**src/rtl/ccc_reconfig_pkg.sv**
```systemverilog
// Shared types and constants for the CCC dynamic-configuration APB initiator.
package ccc_reconfig_pkg;
  localparam int ADDR_W      = 6;
  localparam int DATA_W      = 8;
  localparam int LOCK_IGNORE = 3;

  typedef enum logic [3:0] {
    IDLE, WAIT_BUSY, SETUP, ACCESS, RD_SETUP, RD_ACCESS,
    CHECK, POP, PLL_RST, WAIT_LOCK, DONE, ERROR
  } state_t;

  localparam logic [1:0] ERR_NONE   = 2'd0;
  localparam logic [1:0] ERR_BUSY   = 2'd1;
  localparam logic [1:0] ERR_VERIFY = 2'd2;
  localparam logic [1:0] ERR_LOCK   = 2'd3;

  typedef struct packed {
    logic [ADDR_W-1:0] addr;
    logic [DATA_W-1:0] data;
  } cfg_entry_t;

  function automatic int max3(int a, int b, int c);
    int m;
    m = (a > b) ? a : b;
    return (m > c) ? m : c;
  endfunction
endpackage

```
**src/rtl/ccc_apb_reconfig_if.sv**
```systemverilog
// APB link between the reconfig initiator and the CCC dynamic-config port.
interface ccc_apb_reconfig_if;
  logic                                 PSEL;
  logic                                 PENABLE;
  logic                                 PWRITE;
  logic [ccc_reconfig_pkg::ADDR_W-1:0]  PADDR;
  logic [ccc_reconfig_pkg::DATA_W-1:0]  PWDATA;
  logic [ccc_reconfig_pkg::DATA_W-1:0]  PRDATA;

  modport master (output PSEL, PENABLE, PWRITE, PADDR, PWDATA, input PRDATA);
  modport slave  (input PSEL, PENABLE, PWRITE, PADDR, PWDATA, output PRDATA);
endinterface

```
**src/rtl/ccc_cfg_fifo.sv**
```systemverilog
// Write queue of {addr, data} entries; head is valid whenever the queue is non-empty.
module ccc_cfg_fifo
  import ccc_reconfig_pkg::*;
#(
  parameter int DEPTH = 16
) (
  input  logic       clk,
  input  logic       rst,
  input  logic       push,
  input  logic       pop,
  input  logic       flush,
  input  cfg_entry_t din,
  output cfg_entry_t head,
  output logic       full,
  output logic       empty,
  output logic       one_left
);
  localparam int PW = $clog2(DEPTH);

  cfg_entry_t    mem [DEPTH];
  logic [PW:0]   wptr, rptr, count;

  // Pointers carry one extra bit so full and empty are distinguishable.
  assign count    = wptr - rptr;
  assign empty    = (count == '0);
  assign full     = (count == (PW+1)'(DEPTH));
  assign one_left = (count == (PW+1)'(1));
  assign head     = mem[rptr[PW-1:0]];

  always_ff @(posedge clk) begin
    if (rst || flush) begin
      wptr <= '0;
      rptr <= '0;
    end else begin
      if (push && !full) wptr <= wptr + (PW+1)'(1);
      if (pop && !empty) rptr <= rptr + (PW+1)'(1);
    end
  end

  always_ff @(posedge clk) begin
    if (push && !full) mem[wptr[PW-1:0]] <= din;
  end
endmodule

```
**src/rtl/ccc_apb_reconfig.sv**
```systemverilog
// APB initiator for the CCC dynamic-config port: streams queued register writes,
// optionally reads each back, then pulses PLL reset and waits for LOCK.
module ccc_apb_reconfig
  import ccc_reconfig_pkg::*;
#(
  parameter int FIFO_DEPTH   = 16,
  parameter int VERIFY       = 1,
  parameter int BUSY_TIMEOUT = 1024,
  parameter int RST_CYCLES   = 16,
  parameter int LOCK_TIMEOUT = 65536
) (
  input  logic               PCLK,
  input  logic               PRESET,
  input  logic               wr_valid,
  output logic               wr_ready,
  input  logic [ADDR_W-1:0]  wr_addr,
  input  logic [DATA_W-1:0]  wr_data,
  input  logic               go,
  output logic               active,
  output logic               done,
  output logic               err,
  output logic [1:0]         err_code,
  ccc_apb_reconfig_if.master apb,
  input  logic               CCC_BUSY,
  input  logic               LOCK,
  output logic               PLL_ARST_N
);
  localparam int CNT_W = $clog2(max3(BUSY_TIMEOUT, RST_CYCLES, LOCK_TIMEOUT) + 1);
  localparam logic [CNT_W-1:0] BUSY_LAST = CNT_W'(BUSY_TIMEOUT - 1);
  localparam logic [CNT_W-1:0] RST_LAST  = CNT_W'(RST_CYCLES - 1);
  localparam logic [CNT_W-1:0] LOCK_LAST = CNT_W'(LOCK_TIMEOUT - 1);
  localparam logic [CNT_W-1:0] IGN_CNT   = CNT_W'(LOCK_IGNORE);

  state_t            state, state_nxt;
  logic [CNT_W-1:0]  cnt;
  logic [1:0]        code_nxt;
  logic              code_set;
  logic              lock_meta, lock_sync;
  logic [DATA_W-1:0] rd_data;
  cfg_entry_t        head, wr_entry;
  logic              full, empty, one_left;
  logic              push, pop, go_ok, apb_on, apb_wr;

  assign wr_entry = '{addr: wr_addr, data: wr_data};
  assign push     = wr_valid & wr_ready;
  // A push in the go cycle counts, so go on an empty queue plus push still starts.
  assign go_ok    = go & (state == IDLE) & (~empty | push);

  ccc_cfg_fifo #(.DEPTH(FIFO_DEPTH)) u_fifo (
    .clk      (PCLK),
    .rst      (PRESET),
    .push     (push),
    .pop      (pop),
    .flush    (state == ERROR),
    .din      (wr_entry),
    .head     (head),
    .full     (full),
    .empty    (empty),
    .one_left (one_left)
  );

  always_comb begin
    state_nxt = state;
    pop       = 1'b0;
    code_set  = 1'b0;
    code_nxt  = ERR_NONE;
    case (state)
      IDLE:      if (go_ok) state_nxt = WAIT_BUSY;
      WAIT_BUSY: begin
        if (!CCC_BUSY) state_nxt = SETUP;
        else if (cnt == BUSY_LAST) begin
          state_nxt = ERROR;
          code_set  = 1'b1;
          code_nxt  = ERR_BUSY;
        end
      end
      SETUP:     state_nxt = ACCESS;
      ACCESS:    state_nxt = (VERIFY != 0) ? RD_SETUP : POP;
      RD_SETUP:  state_nxt = RD_ACCESS;
      RD_ACCESS: state_nxt = CHECK;
      CHECK: begin
        if (rd_data != head.data) begin
          state_nxt = ERROR;
          code_set  = 1'b1;
          code_nxt  = ERR_VERIFY;
        end else begin
          state_nxt = POP;
        end
      end
      POP: begin
        pop       = 1'b1;
        state_nxt = one_left ? PLL_RST : WAIT_BUSY;
      end
      PLL_RST:   if (cnt == RST_LAST) state_nxt = WAIT_LOCK;
      // The first cycles after release still see the pre-reset LOCK through the synchroniser.
      WAIT_LOCK: begin
        if (cnt >= IGN_CNT && lock_sync) state_nxt = DONE;
        else if (cnt == LOCK_LAST) begin
          state_nxt = ERROR;
          code_set  = 1'b1;
          code_nxt  = ERR_LOCK;
        end
      end
      DONE:      state_nxt = IDLE;
      ERROR:     state_nxt = IDLE;
      default:   state_nxt = IDLE;
    endcase
  end

  always_ff @(posedge PCLK) begin
    if (PRESET) begin
      state     <= IDLE;
      cnt       <= '0;
      err_code  <= ERR_NONE;
      rd_data   <= '0;
      lock_meta <= 1'b0;
      lock_sync <= 1'b0;
    end else begin
      state     <= state_nxt;
      lock_meta <= LOCK;
      lock_sync <= lock_meta;
      // One shared counter: restarts on every state change, saturates otherwise.
      if (state_nxt != state) cnt <= '0;
      else if (cnt != '1)     cnt <= cnt + CNT_W'(1);
      if (go_ok)         err_code <= ERR_NONE;
      else if (code_set) err_code <= code_nxt;
      if (state == RD_ACCESS) rd_data <= apb.PRDATA;
    end
  end

  assign apb_on      = state inside {SETUP, ACCESS, RD_SETUP, RD_ACCESS};
  assign apb_wr      = state inside {SETUP, ACCESS};
  assign apb.PSEL    = apb_on;
  assign apb.PENABLE = (state == ACCESS) || (state == RD_ACCESS);
  assign apb.PWRITE  = apb_wr;
  assign apb.PADDR   = apb_on ? head.addr : '0;
  assign apb.PWDATA  = apb_wr ? head.data : '0;

  assign active     = (state != IDLE);
  assign wr_ready   = (state == IDLE) && !full;
  assign done       = (state == DONE);
  assign err        = (state == ERROR);
  assign PLL_ARST_N = (state != PLL_RST);
endmodule

```
**src/flat_wrapper.sv**
```systemverilog
// flat-port wrapper written by rule: the top's interface ports become plain ports
module ccc_apb_reconfig_flat import ccc_reconfig_pkg::*;
#(
  parameter int FIFO_DEPTH   = 16,
  parameter int VERIFY       = 1,
  parameter int BUSY_TIMEOUT = 1024,
  parameter int RST_CYCLES   = 16,
  parameter int LOCK_TIMEOUT = 65536
)
  (PCLK, PRESET, wr_valid, wr_ready, wr_addr, wr_data, go, active, done, err, err_code, CCC_BUSY, LOCK, PLL_ARST_N, apb_PSEL, apb_PENABLE, apb_PWRITE, apb_PADDR, apb_PWDATA, apb_PRDATA);
  ccc_apb_reconfig_if apb_i ();
  input  logic PCLK;
  input  logic PRESET;
  input  logic wr_valid;
  output logic wr_ready;
  input  logic [ADDR_W-1:0] wr_addr;
  input  logic [DATA_W-1:0] wr_data;
  input  logic go;
  output logic active;
  output logic done;
  output logic err;
  output logic [1:0] err_code;
  input  logic CCC_BUSY;
  input  logic LOCK;
  output logic PLL_ARST_N;
  output wire logic [$bits(apb_i.PSEL)-1:0] apb_PSEL;
  output wire logic [$bits(apb_i.PENABLE)-1:0] apb_PENABLE;
  output wire logic [$bits(apb_i.PWRITE)-1:0] apb_PWRITE;
  output wire logic [$bits(apb_i.PADDR)-1:0] apb_PADDR;
  output wire logic [$bits(apb_i.PWDATA)-1:0] apb_PWDATA;
  input wire logic [$bits(apb_i.PRDATA)-1:0] apb_PRDATA;
  assign apb_PSEL = apb_i.PSEL;
  assign apb_PENABLE = apb_i.PENABLE;
  assign apb_PWRITE = apb_i.PWRITE;
  assign apb_PADDR = apb_i.PADDR;
  assign apb_PWDATA = apb_i.PWDATA;
  assign apb_i.PRDATA = apb_PRDATA;
  ccc_apb_reconfig #(.FIFO_DEPTH(FIFO_DEPTH), .VERIFY(VERIFY), .BUSY_TIMEOUT(BUSY_TIMEOUT), .RST_CYCLES(RST_CYCLES), .LOCK_TIMEOUT(LOCK_TIMEOUT)) u_core (.PCLK(PCLK), .PRESET(PRESET), .wr_valid(wr_valid), .wr_ready(wr_ready), .wr_addr(wr_addr), .wr_data(wr_data), .go(go), .active(active), .done(done), .err(err), .err_code(err_code), .apb(apb_i), .CCC_BUSY(CCC_BUSY), .LOCK(LOCK), .PLL_ARST_N(PLL_ARST_N));
endmodule
```
**config.mk**
```make
export PLATFORM = sky130hd
export DESIGN_NAME = ccc_apb_reconfig_flat
export DESIGN_NICKNAME = d
export VERILOG_FILES = /design/src/rtl/ccc_reconfig_pkg.sv /design/src/rtl/ccc_apb_reconfig_if.sv /design/src/rtl/ccc_cfg_fifo.sv /design/src/rtl/ccc_apb_reconfig.sv /design/src/flat_wrapper.sv
export SDC_FILE = /design/constraint.sdc
export NUM_CORES = 1
export LEC_CHECK = 0
export CORE_ASPECT_RATIO = 1.25
export CORE_MARGIN = 1
export CORE_UTILIZATION = 60
export CTS_CLUSTER_DIAMETER = 60
export DETAILED_ROUTE_END_ITERATION = 7
export PLACE_DENSITY_LB_ADDON = 0.12
export SLEW_MARGIN = 20
export SYNTH_ARGS = -nofsm -noshare
export SYNTH_HDL_FRONTEND = slang
export SYNTH_SLANG_ARGS = --single-unit
```
**constraint.sdc**
```tcl
create_clock -name PCLK -period 4.6 [get_ports PCLK]
set_input_delay 0.92 -clock PCLK [delete_from_list [all_inputs] [get_ports PCLK]]
set_output_delay 0.92 -clock PCLK [all_outputs]
set_load 0.05 [all_outputs]
```
==> flow_summary.json, run 1 <==
{
  "synth.avg_cell_area_um2": 16.8,
  "die_x_um": 125,
  "critPathMaxFanout": 38,
  "synth-seq-area-share_pct": 67.3,
  "finalHoldViolations": 0,
  "pin_count": 52,
  "nNetsFinal": 791,
  "fillers": 1167,
  "grt_pass1_wl_mm": 37.6,
  "yosysWarnings": 0,
  "cts_tree": "done",
  "tightest_slew_ns": 1.03,
  "track_usage_pct": 26.1,
  "crit_type": "register to output port",
  "place.detailed.hpwl_mm": 14.7,
  "status": "finished with violations",
  "start_util_pct": 60.9,
  "drc_errors": 14,
  "final_antenna_net_count": 0,
  "finalWeightedCongestion": 0.902,
  "area_growth_pct": 16.3,
  "cap_violations": 0,
  "multi_input_area_mm2": 0.00354,
  "core_mm2": 0.0187,
  "arrival_ns": 3.41,
  "ir_drop_mv": 0.375,
  "path_clk_slew_ns": 0.06,
  "synthDistinctLibCells": 62,
  "setup_tns_ns": 0,
  "startpoint_type": "register",
  "dieArea_mm2": 0.0196,
  "grt_overflow": 0,
  "std_cell_rows": 56,
  "grt_pass1_vias": 6472,
  "final_common_cell": "edfxtp_1",
  "power_w": 0.00558,
  "violations": "design-rule violations",
  "drive_above_1_share_pct": 20.2,
  "cts_hold_buf": 0,
  "portBuffers": 51,
  "maxSlewViolCount": 0,
  "fin_crit_sh_pct": 94.2,
  "clockBufferDepth": 3,
  "cts_setup_buffers": 0,
  "clk_latency_ns": 0.53,
  "ff_latch_area_mm2": 0.00767,
  "skew_ns": 0.0168,
  "cellLeakagePower_nw": 4.25,
  "crit_path_end_kind": "output port",
  "finalSetupViolations": 0,
  "cellPowerDensity_mw_per_mm2": 421,
  "relSlewSlack_pct": 31.3,
  "synth_edf_count": 224,
  "synth_fp_nets": 719,
  "cts_htree_levels": 1,
  "drt_iter0_drc": 449,
  "vias": 6319,
  "synthCells": 678,
  "synth_area_mm2": 0.0114,
  "die-height_um": 156,
  "timing.fmax_mhz": 231,
  "totalWireLength_mm": 24.6,
  "cts_buffers": 27,
  "antenna_found_initial": 0,
  "ys_ff_latch": 271,
  "clock_sinks": 271,
  "cts_resized": 0,
  "worstPathRequired_ns": 3.68,
  "ys.flop_type": "edfxtp_1",
  "finalCriticalPeriod_ns": 4.33,
  "viasPerCell": 6.29,
  "synth-async-reset-ratio_pct": 0,
  "first_pass_iters": 7,
  "hold_path.class": "register to register",
  "wl_per_cell_um": 24.5,
  "rsz0062_at_grt": "false",
  "cts_root_buf": "clkbuf_16",
  "final_cell_mix": "edfxtp_1 (224), mux4_2 (58), clkdlybuf4s50_1 (50)",
  "grt_max_degree": 39
}
-- sequential cells by signal, indices dropped and copies added, names as in the netlist, named ones only --
signal	count
u_core.cnt	17
u_core.u_fifo.rptr	5
u_core.lock_sync	1
u_core.state	4
u_core.lock_meta	1
u_core.u_fifo.mem	224
u_core.err_code	2
u_core.u_fifo.wptr	5
u_core.rd_data	8
-- through the flow --
| step | worst slack [ns] | cells | hold WS (ns) | cell area (µm²) | utilization [%] |
|---|---|---|---|---|---|
| 5_1_grt | 0.130 | 1003 | 0.467 | 13300 | 70.9 |
| 3_5_place_dp | 0.656 | 953 | 0.432 | 12300 | 65.6 |
| 4_1_cts | 0.0947 | 1003 | 0.450 | 13200 | 70.8 |
| 2_1_floorplan | 0.968 | 678 | 0.414 | 11400 | - |
| 6_report | 0.265 | 1004 | 0.445 | 13300 | 70.9 |
| 3_3_place_gp | 0.773 | 953 | 0.435 | 12300 | 65.6 |
-- cells in the mapped netlist (13+ instances only) --
library cell | instances | share of area [%]
mux4_2 | 58 | 11
inv_1 | 19 | 0.63
nand2_1 | 16 | 0.53
nor2b_1 | 18 | 0.99
mux2i_1 | 31 | 2.7
and3_1 | 16 | 0.88
edfxtp_1 | 224 | 59
xnor2_1 | 14 | 1.1
xor2_1 | 20 | 1.5
dfxtp_1 | 47 | 8.3
nand3_1 | 13 | 0.57
nor2_1 | 44 | 1.4
-- metal layers --
metal | up-vias | GRT usage, % | share of wire [%]
met1 | 3198 | 33.5 | 39
met2 | 257 | 44.6 | 50
li1 | 2814 | - | -
met4 | 0 | 10.5 | 3.4
met5 | - | 0 | 0
met3 | 50 | 4.60 | 7.0
-- logic make-up (layout without fill, tap and decap cells) --
group | count (synthesis) | in the layout | share of synthesized area, %
compound gates | 65 | 65 | 5.06
xor+xnor | 34 | 34 | 2.61
fa+ha+maj | 13 | 13 | 1.49
buf+inv | 49 | 142 | 1.88
flops | 271 | 271 | 67.3
mux | 95 | 95 | 14.8
other cells | 0 | 1 | 0
simple gates | 151 | 151 | 6.94
-- layout make-up --
type	count	share of cell area, %
diodes	1	0.0189
clock buffers	33	5.27
clock inverters	17	2.01
inverters	19	0.538
multi-input cells	358	26.7
flip-flops and latches	271	57.9
well taps	232	2.19
repair buffers	73	5.40
-- where the power goes --
group | internal, W | switching (W)
clock | 0.00147 | 0.000895
combinational | 0.000161 | 0.000310
sequential | 0.00271 | 0.0000280
-- worst paths after layout --
kind	start	end	slack, ns	depth (start not counted)
min	u_core.lock_meta	u_core.lock_sync	0.44	1
min reg2reg	u_core.lock_meta	u_core.lock_sync	0.44	1
max	register	apb_PWDATA[3]	0.27	5
max reg2reg	u_core.u_fifo.wptr[0]	u_core.cnt[4]	0.66	10
-- worst max-delay path, stage by stage (launching register included) --
cell and delay (ns):
dfxtp_2 1.00, mux4_2 0.38, mux2i_1 0.10, nor2b_1 0.14, a211oi_1 0.37, clkdlybuf4s50_1 0.87
Power figures use the tool's default switching activity.
==> inputs of run 2 (changes only) <==
- CELL_PAD_IN_SITES_DETAIL_PLACEMENT: not set -> 0
- CELL_PAD_IN_SITES_GLOBAL_PLACEMENT: not set -> 1
- CORE_MARGIN: 1 -> not set
- CORE_UTILIZATION: 60 -> 52
==> flow_summary.json, run 2 (synthesized netlist as in run 1, its figures left out) <==
{
  "maxSlewViolCount": 0,
  "setup_tns_ns": 0,
  "vias": 6198,
  "status": "finished, final reports clean",
  "cts_setup_buffers": 0,
  "finalHoldViolations": 0,
  "intPower_w": 0.00418,
  "track_usage_pct": 22.0,
  "clk_latency_ns": 0.52,
  "place_inst": 1000,
  "cts_hold_buf": 0,
  "first_pass_iters": 5,
  "finalWeightedCongestion": 0.810,
  "final_cells": 1049,
  "cellLeakagePower_nw": 4.20,
  "critPathMaxFanout": 25,
  "drive_above_1_share_pct": 19.7,
  "dp_slack_ns": 0.573,
  "totalWireLength_mm": 24.1,
  "drc_errors": 0,
  "largest_register_ffs": 224,
  "relSlewSlack_pct": 40.0,
  "final_cell_mix": "edfxtp_1 (224), mux4_2 (58), clkdlybuf4s50_1 (50)",
  "portBuffers": 51,
  "skew_ns": 0.0135,
  "fillers": 1558,
  "cts_htree_levels": 1,
  "grt_pass1_wl_mm": 36.5,
  "tightest_slew_ns": 0.897,
  "multi_input_area_mm2": 0.00354,
  "arrival_ns": 3.27,
  "viasPerCell": 5.91,
  "ir_drop_mv": 0.364,
  "grt_max_degree": 49,
  "die-height_um": 168,
  "final_antenna_net_count": 0,
  "die_x_um": 134,
  "start_util_pct": 52.9,
  "grt_overflow": 0,
  "finalSetupViolations": 0,
  "rsz0062_at_grt": "false",
  "drt_iter0_drc": 398,
  "clockBufferDepth": 3,
  "fin_crit_sh_pct": 91.1,
  "pin_count": 52,
  "power_w": 0.00541,
  "diodes": 0,
  "wl_per_cell_um": 23.0,
  "r2r_setup_slack_ns": 0.55,
  "cts_root_buf": "clkbuf_16",
  "crit_path_end_kind": "output port",
  "startpoint_type": "register",
  "path_clk_slew_ns": 0.06,
  "finalWorstSetupSlack_ns": 0.410,
  "worstPathRequired_ns": 3.68,
  "switching_share_pct": 22.8,
  "cellPowerDensity_mw_per_mm2": 409,
  "hold_path.class": "register to register",
  "std_cell_rows": 60,
  "nNetsFinal": 791,
  "dieArea_mm2": 0.0225,
  "clock_sinks": 271,
  "p_switching_w": 0.00123,
  "place.detailed.hpwl_mm": 15.0,
  "core_mm2": 0.0215,
  "cts_buffers": 27,
  "p_seq_share_pct": 50.6,
  "finalCriticalPeriod_ns": 4.19,
  "combinationalPowerShare_pct": 8.7,
  "r2r_cells": 10,
  "crit_type": "register to output port",
  "holdWs_ns": 0.443,
  "whs_path_depth": 1,
  "ff_latch_area_mm2": 0.00767,
  "cts_tree": "done",
  "clkPwrFrac_pct": 40.7,
  "grt_pass1_vias": 6230,
  "timing.fmax_mhz": 239,
  "final_common_cell": "edfxtp_1",
  "antenna_found_initial": 0,
  "cap_violations": 0,
  "area_growth_pct": 16.1
}
run 2: timing repair:
action                                  4_1_cts  5_1_grt
endpoints found under the hold margin         0        0
resized for setup                             0        3
endpoints found under the setup margin        0        3
run 2: area by class of cell:
type / instances / share of cell area [%]
inverters: 19 / 0.539
multi-input cells: 358 / 26.8
clock inverters: 12 / 1.15
flip-flops and latches: 271 / 58.0
repair buffers: 73 / 5.31
clock buffers: 37 / 5.62
well taps: 279 / 2.64
run 2: through the flow:
stage          util (%)  area (µm²)
2_1_floorplan         -       11400
3_3_place_gp       57.2       12300
3_5_place_dp       57.2       12300
4_1_cts            61.3       13200
5_1_grt            61.4       13200
6_report           61.4       13200
run 2: final timing paths:
kind | startpoint | endpoint
max | register | apb_PWDATA[0]
min | u_core.lock_meta | u_core.lock_sync
max reg2reg | u_core.u_fifo.wptr[0] | u_core.cnt[2]
min reg2reg | u_core.lock_meta | u_core.lock_sync
run 2: worst max-delay path: stages (launching register included):
cell             delay, ns
dfxtp_4               0.66
buf_4                 0.37
nor2b_1               0.11
a221o_1               0.32
o22ai_1               0.27
and2_1                0.19
clkdlybuf4s50_1       0.80
run 2: power groups by stage:
stage	logic, W	registers (W)	clock network [W]
6_report	0.000471	0.00274	0.00220
5_1_grt	0.000508	0.00274	0.00232
4_1_cts	0.000470	0.00274	0.00224
3_5_place_dp	0.000467	0.00279	0
3_3_place_gp	0.000456	0.00279	0
2_1_floorplan	0.000312	0.00278	0
run 2: per-layer routing:
metal  wire length (µm)  track usage (%)  up-vias
met5                  0                0        -
met4                624             7.28        0
met3               1200             2.72       47
met2              12300             37.8      153
met1               9930             29.0     3180
li1                   -                -     2818
